## config.mk

```make
export PLATFORM = sky130hd
export DESIGN_NAME = and_32
export DESIGN_NICKNAME = d
export VERILOG_FILES = /design/src/rtl/and32_pkg.sv /design/src/rtl/and32_slice.sv /design/src/rtl/and_32.sv
export SDC_FILE = /design/constraint.sdc
export NUM_CORES = 1
export LEC_CHECK = 0
export CELL_PAD_IN_SITES_DETAIL_PLACEMENT = 1
export CELL_PAD_IN_SITES_GLOBAL_PLACEMENT = 1
export CORE_UTILIZATION = 27
export CTS_CLUSTER_SIZE = 10
export DETAILED_ROUTE_END_ITERATION = 6
export GPL_TIMING_DRIVEN = 0
export PLACE_DENSITY = 0.83
export SETUP_SLACK_MARGIN = 0.15
export SYNTH_ARGS = -nofsm -noshare
export SYNTH_HDL_FRONTEND = slang
export SYNTH_HIERARCHICAL = 1
export SYNTH_SLANG_ARGS = --single-unit
```

## constraint.sdc

```tcl
create_clock -name clk -period 1.16 [get_ports clk]
set_clock_uncertainty 0.2 [all_clocks]
set_input_delay 0.116 -clock clk [delete_from_list [all_inputs] [get_ports clk]]
set_output_delay 0.116 -clock clk [all_outputs]
set_load 0.005 [all_outputs]
```

## src/rtl/and32_pkg.sv

```systemverilog
// Shared types and constants for the registered 32-bit AND leaf and its 8-bit slices.
// Optional y_zero/y_ones flag logic elsewhere is enabled by AND32_FLAGS_EN.
package and32_pkg;

  localparam int AND32_W       = 32;
  localparam int AND32_SLICE_W = 8;
  localparam int AND32_SLICES  = AND32_W / AND32_SLICE_W;

  typedef logic [AND32_W-1:0]       and32_word_t;
  typedef logic [AND32_SLICE_W-1:0] and32_slice_t;

  localparam and32_word_t AND32_ZERO = '0;
  localparam and32_word_t AND32_ONES = '1;

endpackage

```

## src/rtl/and32_slice.sv

```systemverilog
// Combinational 8-bit bitwise AND; with AND32_FLAGS_EN it also reports
// whether this slice's result is all zeros or all ones.
module and32_slice
  import and32_pkg::*;
(
  input  and32_slice_t a,
  input  and32_slice_t b,
  output and32_slice_t y
`ifdef AND32_FLAGS_EN
  ,
  output logic         zero,
  output logic         ones
`endif
);

  assign y = a & b;

`ifdef AND32_FLAGS_EN
  assign zero = ~|y;
  assign ones = &y;
`endif

endmodule

```

## src/rtl/and_32.sv

```systemverilog
// Registered bitwise AND with valid qualification, 1-cycle latency.
// Define AND32_FLAGS_EN to add the registered y_zero / y_ones flags.
module and_32
  import and32_pkg::*;
#(
  parameter int WIDTH = AND32_W
) (
  input  logic             clk,
  input  logic             rst_n,
  input  logic             in_valid,
  input  logic [WIDTH-1:0] a,
  input  logic [WIDTH-1:0] b,
  output logic             out_valid,
  output logic [WIDTH-1:0] y
`ifdef AND32_FLAGS_EN
  ,
  output logic             y_zero,
  output logic             y_ones
`endif
);

  localparam int NSLICE = WIDTH / AND32_SLICE_W;

  logic [WIDTH-1:0] and_p0;
  logic [WIDTH-1:0] y_p1;
  logic             vld_p1;

`ifdef AND32_FLAGS_EN
  logic [NSLICE-1:0] sl_zero_p0;
  logic [NSLICE-1:0] sl_ones_p0;
  logic              zero_p0;
  logic              ones_p0;
  logic              zero_p1;
  logic              ones_p1;
`endif

  // Stage p0: combinational slices
  for (genvar s = 0; s < NSLICE; s++) begin : g_slice
    and32_slice u_slice (
      .a    (a[s*AND32_SLICE_W +: AND32_SLICE_W]),
      .b    (b[s*AND32_SLICE_W +: AND32_SLICE_W]),
      .y    (and_p0[s*AND32_SLICE_W +: AND32_SLICE_W])
`ifdef AND32_FLAGS_EN
      ,
      .zero (sl_zero_p0[s]),
      .ones (sl_ones_p0[s])
`endif
    );
  end

`ifdef AND32_FLAGS_EN
  assign zero_p0 = &sl_zero_p0;
  assign ones_p0 = &sl_ones_p0;
`endif

  // Stage p1: result registers; data only loads on accepted inputs so X on idle cycles never enters
  always_ff @(posedge clk or negedge rst_n) begin
    if (!rst_n) begin
      vld_p1 <= 1'b0;
      y_p1   <= '0;
    end else begin
      vld_p1 <= in_valid;
      if (in_valid) begin
        y_p1 <= and_p0;
      end
    end
  end

`ifdef AND32_FLAGS_EN
  always_ff @(posedge clk or negedge rst_n) begin
    if (!rst_n) begin
      zero_p1 <= 1'b1;
      ones_p1 <= 1'b0;
    end else if (in_valid) begin
      zero_p1 <= zero_p0;
      ones_p1 <= ones_p0;
    end
  end

  assign y_zero = zero_p1;
  assign y_ones = ones_p1;
`endif

  assign out_valid = vld_p1;
  assign y         = y_p1;

endmodule

```

==> metrics.log <==
INFO  metric yosys.area.top_type = dfrtp_1
INFO  metric average_cell_area_after_synthesis = roughly 16 um2
INFO  metric setup_viol_count_final = 0
INFO  metric worstPathBufferInverterCount = 1
INFO  metric route.detailed.vias_per_inst = ~4.2
INFO  metric grt_antenna_before_repair = 0
INFO  metric pwr_density_cell = between 1000 and 1500 nW/um2
INFO  metric drt-wirelength-per-cell = about 14 um
INFO  metric timing.critical_path.fanout_max = 2
INFO  metric synth-seq-area-share = 52.6%
INFO  metric synthCells = a little over 100
INFO  metric fmaxAchievable = 0.892 GHz
INFO  metric ys_warn_count = 6
INFO  metric worst_skew_pair.late_latency = between 0.2 and 0.3 ns
INFO  metric layout-area-overhead-vs-synth = 77.6%
INFO  metric cts_made_buffers = 5
INFO  metric p_sw = around 0.64 mW
INFO  metric cts_num_sinks = 33
INFO  metric core_region_area = 5540 um2
INFO  metric h_tree_lvl_count = 2
INFO  metric power_frac_comb = about a quarter
INFO  metric cap_viol_max_count = 0
INFO  metric largest_net_degree_at_the_start_of_global_routing = 34
INFO  metric rr_startpoint = y[3]
INFO  metric initial_core_utilization = 28.3%
INFO  metric detailedRoute.firstIterationViolations = 15
INFO  metric swShare = between 20% and 30%
INFO  metric grt_overflow_total = 0
INFO  metric worstPathArrival = between 0.8 and 0.9 ns
INFO  metric netlist.area_leader.share = a little over half
INFO  metric wire_length_reported_by_the_detailed_router = ~4200 um
INFO  metric ys_top_cells_by_area = dfrtp_1 (53%), mux2_4 (29%), and2_1 (13%), buf_12 (3.8%), mux2_2 (1.4%)
INFO  metric die-area = between 6000 and 7000 um2
INFO  metric final-instance-count-excl-fill = 303
INFO  metric hold_class = input pin to async pin
INFO  metric yosys.cell_types.count = 6
INFO  metric final_layout_size_suffix_gt1_share = between 40% and 50%
INFO  metric cp_data_required_time = between 0.8 and 0.9 ns
INFO  metric fillCellCount = between 600 and 700
INFO  metric finalCriticalPeriod = around 1.1 ns
INFO  metric fp-row-count = 27
INFO  metric status = complete, but fails checks
INFO  metric cp_cell_sequence = buf_2
INFO  metric die_h = around 78 um
INFO  metric cts_tree = yes
INFO  metric finalCritPeriodShare = 96.6%
INFO  metric ir_worst_vdd = slightly above 400 uV
INFO  metric finalNetCount = 298
INFO  metric failing_checks = hold timing
INFO  metric pre_antenna_drt_iters = 4
INFO  metric holdBufCountCts = 1
INFO  metric io_buffers = slightly below 100
INFO  metric route.detailed.drc = 0
INFO  metric gpl.final_weighted_congestion = a little over 0.7
INFO  metric p_leak = around 1.4 nW
INFO  metric fin_tns_setup = 0 ns
INFO  metric path_delay_family = flip-flops
INFO  metric final_hpwl_dp = a little over 3000 um
INFO  metric count_of_state_elements_after_synthesis = 33
INFO  metric start_kind = flip-flop
INFO  metric mappedNetlistNets = around 170
INFO  metric relSlewSlack = between 50 and 60%
INFO  metric place.detailed.instances = 272
INFO  metric slowest_delay = roughly 0.39 ns
INFO  metric netlist_area = approximately 1600 um2
INFO  metric clock_group_share_of_total_power = about 30%
INFO  metric global_route.usage.total = 14.4%
INFO  metric layout.core_utilization = 50.3%
INFO  metric seqPwrFrac = about 45%
INFO  metric cts-root-to-sink-buffers = 2
INFO  metric cpMaxStageDelayCell = dfrtp_1
INFO  metric worst_pin_slew = 0.741 ns
INFO  metric die_width = between 70 and 80 um
INFO  metric type_of_the_worst_setup_path = flip-flop to output port
INFO  metric finalMaxSlewViolations = 0
INFO  metric cts-root-buf = clkbuf_8
INFO  metric antenna_violating_nets_post_route = 0
INFO  metric routed_vias = 1263
INFO  metric worst_setup_path_startpoint = y[2]
INFO  metric wire_length_of_the_first_global_routing_pass = around 6500 um
INFO  metric antenna-diode-count = 0
INFO  metric setup_repair_after_global_routing_missed_its_margin = true
INFO  metric first_global_vias = around 1400
INFO  metric holdWs = -0.303 ns
INFO  metric path_clk_slew = ~0.06 ns
INFO  metric internal_power = about 2.3 mW
INFO  metric io_pins = 100
INFO  metric hold_viol_final = 33
INFO  metric critical_path.endpoint_type = output port
[per-stage QoR]
stage | area [um2] | worst slack (ns) | power (mW)
floorplan | 1570 | 0.177 | 1.58
global placement | 2650 | -0.901 | 2.05
detailed placement | 2650 | -0.409 | 2.06
CTS | 2740 | 0.0345 | 2.92
global route | 2790 | 0.00282 | 3.07
finish | 2790 | 0.0389 | 2.90
[cells in the mapped netlist]
cell / n
mux2_2: 2
mux2_4: 30
and2_1: 32
buf_6: 1
buf_12: 3
dfrtp_1: 33
[power groups by stage]
stage / clock network, mW / logic [mW] / registers (mW)
2_1_floorplan: 0 / 0.247 / 1.33
6_report: 0.851 / 0.749 / 1.30
3_5_place_dp: 0 / 0.736 / 1.33
5_1_grt: 0.950 / 0.801 / 1.31
3_3_place_gp: 0 / 0.725 / 1.32
4_1_cts: 0.889 / 0.731 / 1.30
[layout make-up]
| class | count | area (um2) | area share [%] |
|---|---|---|---|
| clock buffers | 7 | 86.3 | 3.10 |
| multi-input cells | 64 | 673 | 24.1 |
| well taps | 72 | 90.1 | 3.23 |
| plain buffers | 4 | 71.3 | 2.56 |
| flip-flops and latches | 33 | 826 | 29.6 |
| repair buffers | 123 | 1040 | 37.4 |
[flip-flops by register name, indices dropped and copies added, names as in the netlist]
name / count
y: 32
out_valid: 1
[cell families (layout without fill, tap and decap cells)]
logic type             count (synthesis)  after routing  synth area share, %
muxes                                 32             32                 30.1
buffers and inverters                  4            134                 4.54
and+or+nand+nor                       32             32                 12.7
DFF                                   33             33                 52.6
[placed cells by master, fill, tap and decap left out]
cell type,Yosys,routed
and2_1,32,32
buf_12,3,3
buf_2,0,35
buf_4,0,17
buf_6,1,6
bufbuf_16,0,1
clkbuf_1,0,1
clkbuf_8,0,6
clkdlybuf4s50_1,0,64
dfrtp_1,33,33
dlygate4sd3_1,0,1
mux2_2,2,2
mux2_4,30,30
[routing by layer]
metal	wire length, um	GRT usage [%]	up-vias
li1	-	-	592
met2	2260	26.6	55
met1	1600	15.1	610
met4	63	6.11	0
met3	299	4.07	6
met5	0	0	-
[final timing paths]
| check | endpoint | slack [ns] | depth (start not counted) |
|---|---|---|---|
| worst max-delay path | y[2] | 0.04 | 1 |
| worst min-delay path | y[9] | -0.30 | 1 |
| worst max register to register | y[3] | 0.06 | 2 |
| worst min register to register | y[26] | 0.30 | 1 |
| max in group asynchronous | y[31] | 0.59 | 1 |
| min in group clk | y[31] | 0.06 | 3 |
[timing repair]
item,4_1_cts,5_1_grt
resized for setup,137,4
cloned,1,0
endpoints found under the hold margin,34,33
pin swaps,0,0
endpoints found under the setup margin,65,47
setup buffers,17,5
No activity file was read; power rests on OpenSTA's default activity.
